<file path="src/rtl/mem_burst_if.sv">
// ---------------------------------------------------------------------------
// mem_burst_if
//   Bundles the client request/stream signals and the mainMem pin signals
//   that connect to mem_burst_initiator.
//
//   Client side : req_valid/req_ready/req_wr/req_addr/req_size,
//                 wdata/wdata_req, rdata/rdata_valid/rdata_last, done, err
//   Memory side : mem_addr, mem_data_in, mem_data_out, mem_acc_size,
//                 mem_wren, mem_busy, mem_enable
//
//   Modports:
//     master - the initiator (drives memory pins and client responses)
//     slave  - the environment (client + memory)
// ---------------------------------------------------------------------------
interface mem_burst_if;
   logic        req_valid;
   logic        req_ready;
   logic        req_wr;
   logic [31:0] req_addr;
   logic [1:0]  req_size;
   logic [31:0] wdata;
   logic        wdata_req;
   logic [31:0] rdata;
   logic        rdata_valid;
   logic        rdata_last;
   logic        done;
   logic        err;
   logic [31:0] mem_addr;
   logic [31:0] mem_data_in;
   logic [31:0] mem_data_out;
   logic [1:0]  mem_acc_size;
   logic        mem_wren;
   logic        mem_busy;
   logic        mem_enable;

   modport master (
      input  req_valid, req_wr, req_addr, req_size, wdata, mem_data_out, mem_busy,
      output req_ready, wdata_req, rdata, rdata_valid, rdata_last, done, err,
             mem_addr, mem_data_in, mem_acc_size, mem_wren, mem_enable
   );

   modport slave (
      output req_valid, req_wr, req_addr, req_size, wdata, mem_data_out, mem_busy,
      input  req_ready, wdata_req, rdata, rdata_valid, rdata_last, done, err,
             mem_addr, mem_data_in, mem_acc_size, mem_wren, mem_enable
   );
endinterface

</file>
<file path="src/rtl/mem_burst_initiator.sv">
// ---------------------------------------------------------------------------
// mem_burst_initiator
//   Accepts one single-word or burst (4/8/16 words) read/write request at a
//   time and drives the mainMem pins. Write data is pulled from the client
//   one word per cycle; read data is captured at the fixed memory read
//   latency and streamed back on rdata.
//
//   Parameters:
//     READ_LATENCY  - cycles from first request cycle on the pins to word 0
//                     valid on mem_data_out (>= 1)
//     START_ADDRESS - mem_addr value after reset
//
//   Ports:
//     clock - rising-edge clock
//     reset - synchronous, active-high
//     bus   - mem_burst_if.master (client handshake + memory pins)
//
//   Optional build macro:
//     ADDR_ALIGN_CHECK_EN - also reject bursts not aligned to N*4 bytes
// ---------------------------------------------------------------------------
module mem_burst_initiator #(
   parameter int unsigned READ_LATENCY  = 2,
   parameter logic [31:0] START_ADDRESS = 32'h8002_0000
) (
   input logic         clock,
   input logic         reset,
   mem_burst_if.master bus
);

   typedef enum logic [1:0] {IDLE, WRITE, READ_WAIT, READ_DATA} state_t;

   state_t      state, state_nxt;
   logic [15:0] cnt, cnt_nxt;
   logic        accept, reject, finish, sample, wreq, misaligned;
   logic [15:0] nwords;

   function automatic logic [15:0] burst_words(input logic [1:0] size);
      case (size)
         2'b00:   return 16'd1;
         2'b01:   return 16'd4;
         2'b10:   return 16'd8;
         default: return 16'd16;
      endcase
   endfunction

   // mem_acc_size doubles as the latched request size for the burst.
   assign nwords = burst_words(bus.mem_acc_size);

`ifdef ADDR_ALIGN_CHECK_EN
   always_comb begin
      logic [31:0] mask;
      mask       = {burst_words(bus.req_size), 2'b00} - 32'd1;
      misaligned = (bus.req_addr & mask) != 32'd0;
   end
`else
   assign misaligned = bus.req_addr[1:0] != 2'b00;
`endif

   always_ff @(posedge clock) begin
      if (reset) begin
         state <= IDLE;
         cnt   <= '0;
      end else begin
         state <= state_nxt;
         cnt   <= cnt_nxt;
      end
   end

   always_comb begin
      state_nxt     = state;
      cnt_nxt       = cnt;
      accept        = 1'b0;
      reject        = 1'b0;
      finish        = 1'b0;
      sample        = 1'b0;
      wreq          = 1'b0;
      bus.req_ready = 1'b0;
      case (state)
         IDLE: begin
            bus.req_ready = !bus.mem_busy && !reset;
            if (bus.req_valid && bus.req_ready) begin
               cnt_nxt = '0;
               if (misaligned) begin
                  reject = 1'b1;
               end else begin
                  accept    = 1'b1;
                  state_nxt = bus.req_wr ? WRITE : READ_WAIT;
               end
            end
         end
         // cnt = 0 in T1; words pulled while cnt < N, one drain cycle at cnt = N
         WRITE: begin
            wreq    = (cnt < nwords) && !reset;
            cnt_nxt = cnt + 16'd1;
            if (cnt == nwords) begin
               finish    = 1'b1;
               state_nxt = IDLE;
            end
         end
         READ_WAIT: begin
            cnt_nxt = cnt + 16'd1;
            if (cnt == 16'(READ_LATENCY - 1)) begin
               cnt_nxt   = '0;
               state_nxt = READ_DATA;
            end
         end
         READ_DATA: begin
            sample  = 1'b1;
            cnt_nxt = cnt + 16'd1;
            if (cnt == nwords - 16'd1) begin
               finish    = 1'b1;
               state_nxt = IDLE;
            end
         end
         default: state_nxt = IDLE;
      endcase
   end

   assign bus.wdata_req = wreq;

   always_ff @(posedge clock) begin
      if (reset) begin
         bus.rdata        <= '0;
         bus.rdata_valid  <= 1'b0;
         bus.rdata_last   <= 1'b0;
         bus.done         <= 1'b0;
         bus.err          <= 1'b0;
         bus.mem_addr     <= START_ADDRESS;
         bus.mem_data_in  <= '0;
         bus.mem_acc_size <= 2'b00;
         bus.mem_wren     <= 1'b0;
         bus.mem_enable   <= 1'b0;
      end else begin
         bus.mem_enable  <= 1'b1;
         bus.err         <= reject;
         bus.done        <= finish;
         bus.rdata_valid <= sample;
         bus.rdata_last  <= sample && finish;
         // wren trails wdata_req by one cycle, matching the data register
         bus.mem_wren    <= wreq;
         // rejected requests leave the memory pins untouched
         if (accept) begin
            bus.mem_addr     <= bus.req_addr;
            bus.mem_acc_size <= bus.req_size;
         end
         if (wreq)   bus.mem_data_in <= bus.wdata;
         if (sample) bus.rdata       <= bus.mem_data_out;
      end
   end

endmodule

</file>
<file path="src/flat_wrapper.sv">
// flat-port wrapper written by rule: the top's interface ports become plain ports
module mem_burst_initiator_flat 
#(
   parameter int unsigned READ_LATENCY  = 2,
   parameter logic [31:0] START_ADDRESS = 32'h8002_0000
)
  (clock, reset, bus_req_valid, bus_req_wr, bus_req_addr, bus_req_size, bus_wdata, bus_mem_data_out, bus_mem_busy, bus_req_ready, bus_wdata_req, bus_rdata, bus_rdata_valid, bus_rdata_last, bus_done, bus_err, bus_mem_addr, bus_mem_data_in, bus_mem_acc_size, bus_mem_wren, bus_mem_enable);
  mem_burst_if bus_i ();
  input logic clock;
  input logic reset;
  input wire logic [$bits(bus_i.req_valid)-1:0] bus_req_valid;
  input wire logic [$bits(bus_i.req_wr)-1:0] bus_req_wr;
  input wire logic [$bits(bus_i.req_addr)-1:0] bus_req_addr;
  input wire logic [$bits(bus_i.req_size)-1:0] bus_req_size;
  input wire logic [$bits(bus_i.wdata)-1:0] bus_wdata;
  input wire logic [$bits(bus_i.mem_data_out)-1:0] bus_mem_data_out;
  input wire logic [$bits(bus_i.mem_busy)-1:0] bus_mem_busy;
  output wire logic [$bits(bus_i.req_ready)-1:0] bus_req_ready;
  output wire logic [$bits(bus_i.wdata_req)-1:0] bus_wdata_req;
  output wire logic [$bits(bus_i.rdata)-1:0] bus_rdata;
  output wire logic [$bits(bus_i.rdata_valid)-1:0] bus_rdata_valid;
  output wire logic [$bits(bus_i.rdata_last)-1:0] bus_rdata_last;
  output wire logic [$bits(bus_i.done)-1:0] bus_done;
  output wire logic [$bits(bus_i.err)-1:0] bus_err;
  output wire logic [$bits(bus_i.mem_addr)-1:0] bus_mem_addr;
  output wire logic [$bits(bus_i.mem_data_in)-1:0] bus_mem_data_in;
  output wire logic [$bits(bus_i.mem_acc_size)-1:0] bus_mem_acc_size;
  output wire logic [$bits(bus_i.mem_wren)-1:0] bus_mem_wren;
  output wire logic [$bits(bus_i.mem_enable)-1:0] bus_mem_enable;
  assign bus_i.req_valid = bus_req_valid;
  assign bus_i.req_wr = bus_req_wr;
  assign bus_i.req_addr = bus_req_addr;
  assign bus_i.req_size = bus_req_size;
  assign bus_i.wdata = bus_wdata;
  assign bus_i.mem_data_out = bus_mem_data_out;
  assign bus_i.mem_busy = bus_mem_busy;
  assign bus_req_ready = bus_i.req_ready;
  assign bus_wdata_req = bus_i.wdata_req;
  assign bus_rdata = bus_i.rdata;
  assign bus_rdata_valid = bus_i.rdata_valid;
  assign bus_rdata_last = bus_i.rdata_last;
  assign bus_done = bus_i.done;
  assign bus_err = bus_i.err;
  assign bus_mem_addr = bus_i.mem_addr;
  assign bus_mem_data_in = bus_i.mem_data_in;
  assign bus_mem_acc_size = bus_i.mem_acc_size;
  assign bus_mem_wren = bus_i.mem_wren;
  assign bus_mem_enable = bus_i.mem_enable;
  mem_burst_initiator #(.READ_LATENCY(READ_LATENCY), .START_ADDRESS(START_ADDRESS)) u_core (.clock(clock), .reset(reset), .bus(bus_i));
endmodule
</file>
<file path="config.mk">
export PLATFORM = sky130hd
export DESIGN_NAME = mem_burst_initiator_flat
export DESIGN_NICKNAME = d
export VERILOG_FILES = /design/src/rtl/mem_burst_if.sv /design/src/rtl/mem_burst_initiator.sv /design/src/flat_wrapper.sv
export SDC_FILE = /design/constraint.sdc
export NUM_CORES = 1
export LEC_CHECK = 0
export BUFFER_PORTS_ARGS = -buffer_cell sky130_fd_sc_hd__buf_4
export CAP_MARGIN = 25
export CORE_MARGIN = 2
export CORE_UTILIZATION = 48
export CTS_BUF_LIST = sky130_fd_sc_hd__clkbuf_4 sky130_fd_sc_hd__clkbuf_8 sky130_fd_sc_hd__clkbuf_16
export DETAILED_ROUTE_END_ITERATION = 10
export GPL_ROUTABILITY_DRIVEN = 1
export PLACE_DENSITY = 0.8
export REMOVE_ABC_BUFFERS = 1
export SLEW_MARGIN = 20
export SYNTH_ARGS = -nofsm -noshare
export SYNTH_HDL_FRONTEND = slang
export SYNTH_SLANG_ARGS = --single-unit
</file>
<file path="constraint.sdc">
create_clock -name clock -period 2.9 [get_ports clock]
set_input_delay 0.725 -clock clock [delete_from_list [all_inputs] [get_ports clock]]
set_output_delay 0.725 -clock clock [all_outputs]
set_load 0.01 [all_outputs]
</file>
==> summary.txt <==
Clock tree
  • CTS root buf: clkbuf_8
  • Num CTS Buffers: 17
  • H-Tree Depth: 4
  • Clk slew on worst S/H paths: 50 ps
  • Max Buffers Root-to-Sink: 2
  • CTS tree: yes
  • Clock latency on the worst-skew pair: 510 ps
  • TritonCTS Sinks: 122

Setup path
  • Slowest cell on the critical path: or4_4
  • Buf/Inv on CP: 1
  • Crit-path cells: nor4_4 > nand3_2 > or4_4 > a21oi_2 > buf_4
  • Startpoint Class: register
  • Crit path kind: register to primary output
  • Worst path required time: 2170 ps
  • CP Capture Type: primary output
  • Max incr delay on CP: 500 ps
  • Critical Path AT: 2050 ps
  • Delay-heaviest family, CP: simple AND/OR/NAND/NOR gates
  • CP Max Fanout: 5

Pwr
  • VDD IR max: 0.000344 V
  • Tot Pwr: 3.87 mW
  • Part of the power in registers: 43.9%
  • Switch share: 21.0%
  • Clock power share: 49.9%
  • Combinational share of power: 6.2%
  • Power Internal: 3.05 mW
  • Leak: 3.05 nW
  • PwrDens: 543 mW/mm2
  • Switching Power: 0.812 mW

Global route
  • Initial antenna violation count: 0
  • Vias in the first global route: 4,554
  • First-pass GRT wire length: 21,500 um
  • Largest net degree at the start of global routing: 73
  • Total GRT Usage: 24.1%
  • Gr ovfl total: 0

Logic synthesis
  • Syn Area/Cell: 8.45 um2
  • Distinct cells, synth: 43
  • Synth area leader: dfxtp_1
  • Largest cells by area after synthesis: dfxtp_1 (49%), nand2_1 (16%), a21oi_1 (7.1%)
  • Sequential area share after synthesis: 49.3%
  • Top cell type's share of synthesized area: 49.3%
  • Synth warn: 0
  • FF+latch count, synth: 122
  • Fraction of synthesis flops using an asynchronous set or reset pin: 0%
  • Synth Flop Type: dfxtp_1
  • Post-synth EDFFs: 0
  • Synthesized area: 0.00495 mm2
  • Synth Instances: 586

STA
  • Final min period: 2780 ps
  • Final setup vio count: 0
  • Final Cycle Share: 95.8%
  • Hold WS: 425 ps
  • Unrepaired setup endpoints after global routing: false
  • Clock Skew: 11.4 ps
  • Pins Over Slew Limit: 0
  • Worst Tran Pin Value: 694 ps
  • Relative slew slack: 53.6%
  • Final Hold Fails: 0
  • Fmax: 360 MHz

Place
  • Gpl congestion: 0.775
  • Hpwl dp: 9440 um
  • Port buffer count: 208

Floorplan
  • Die height: 106 um
  • Starting Density: 48.6%
  • Io pins: 209
  • Die ar.: 0.0111 mm2
  • Core area: 0.0102 mm2
  • # rows: 37
  • Die Wd: 106 um

Detailed routing
  • DR iter-0 viols: 260
  • Routed vias: 4,714
  • Vias per Instance: 5.04
  • Pre-antenna DRT Iters: 4
  • WL/cell: 14.2 um
  • # DRC: 0
  • Detailed Route WL: 13,300 um
  • Antenna-violating nets left: 0

Cells and area
  • Fill cell total of the finished layout: 804
  • Area delta synth->final: 43.8%
  • Footprint of the multi-input gates: 0.00224 mm2
  • Final nets: 896
  • # diodes: 0
  • Fraction of layout cells with a size suffix above 1: 33.5%
  • Reg area: 0.00245 mm2

Outcome
  • Status: complete, no violations

Hold path
  • Worst min path class: input port to register

Flow run
  • Max Cap Violations: 0
-- path summary, 6_finish.rpt --
path,startpoint,endpoint,slack (ps),cells after the start
setup / recovery,u_core.cnt[6],bus_wdata_req,120,5
hold / removal,bus_req_addr[31],u_core.bus.mem_addr[31],430,3
setup reg to reg,u_core.cnt[6],u_core.bus.mem_data_in[20],580,8
hold reg to reg,u_core.bus.mem_addr[19],u_core.bus.mem_addr[19],450,2
-- tightest hold or removal path, cell delays in order --
cell	delay [ps]
buf_4	70
nand2_1	40
nand3_1	60
-- sequential cells by signal, summed over array words and instances, names as in the netlist --
| name | count |
|---|---|
| u_core.bus.err | 1 |
| u_core.bus.rdata_last | 1 |
| u_core.bus.mem_addr | 32 |
| u_core.cnt | 16 |
| u_core.bus.rdata | 32 |
| u_core.bus.mem_data_in | 32 |
| u_core.state | 2 |
| u_core.bus.mem_acc_size | 2 |
| u_core.bus.mem_enable | 1 |
| u_core.bus.rdata_valid | 1 |
| u_core.bus.done | 1 |
| u_core.bus.mem_wren | 1 |
-- layout by cell type, fill, tap and decap left out, types with 2 or more instances in the layout --
master,Yosys,routed
a211oi_1,2,2
inv_1,4,4
nand4_1,5,5
clkbuf_16,0,16
and4_1,2,2
a22o_1,5,5
nand2b_1,5,5
nand3_1,13,12
buf_4,0,218
a21oi_1,70,69
nor2b_1,3,3
and3_1,6,6
clkbuf_8,7,5
nand2_1,207,207
ha_1,6,6
nor4_4,1,2
xor2_1,5,5
dfxtp_1,122,117
nor2_1,17,17
nor3_1,5,4
clkbuf_4,0,2
o21ai_0,12,12
dfxtp_2,0,5
or4_4,1,2
clkinv_2,0,6
a21o_1,3,3
mux2i_1,34,34
nor4_1,3,3
and2_1,3,3
-- cells by family (layout without fill, tap and decap cells) --
logic type	count (synthesis)	count (layout)	synth area share (%)
fa+ha+maj	6	6	1.52
xor+xnor	6	6	1.06
simple gates	277	277	24.0
buf+inv	43	256	5.84
compound gates	98	98	11.3
flops	122	122	49.3
mux	34	34	6.87
-- through the flow --
stage               instances  setup TNS [ps]  utilization (%)  instance area, um2  worst slack (ps)
CTS                       934               0             69.6                7090              84.6
detailed placement        901               0             63.7                6490               277
global route              935               0             69.9                7120              7.24
finish                    935               0             69.9                7120               122
floorplan                 548           -4950                -                4680              -152
global placement          901               0             63.7                6490               301
-- power groups by stage --
stage,sequential [mW],clock (mW),combinational (mW)
finish,1.70,1.93,0.238
global placement,1.73,0,0.232
detailed placement,1.73,0,0.238
CTS,1.70,1.96,0.240
floorplan,1.74,0,0.0655
global route,1.70,2.05,0.260
-- synth_stat cells, drive strengths merged, types with 2 or more instances --
cell,number
nand2b,5
buf,6
a21oi,71
nand3,13
a22o,5
nand4,5
nand2,207
nor2b,3
nor2,17
and3,7
or4,3
and4,2
o21ai,12
clkbuf,32
ha,6
nor3,5
xor2,5
a211oi,3
nor4,5
dfxtp,122
a21o,4
inv,5
and2,3
mux2i,34
-- area by class of cell --
type | count | share of cell area (%)
flip-flops and latches | 122 | 34.4
clock inverters | 8 | 0.967
multi-input cells | 421 | 31.5
clock buffers | 23 | 6.80
well taps | 136 | 2.39
repair buffers | 220 | 23.7
inverters | 5 | 0.264
-- timing repair --
action | CTS | global route
resized for setup | 10 | 0
buffers inserted | 2 | 0
hold buffers | 0 | 0
endpoints found under the setup margin | 1 | 0
-- per-layer routing --
metal  global-route usage [%]  part of all wire, %  vias up
li1                         -                    -     2354
met1                     27.9                   41     2175
met2                     41.7                   51      152
met3                     5.07                  5.1       33
met4                     12.6                  3.5        0
met5                        0                    0        -
Power figures use the tool's default switching activity.
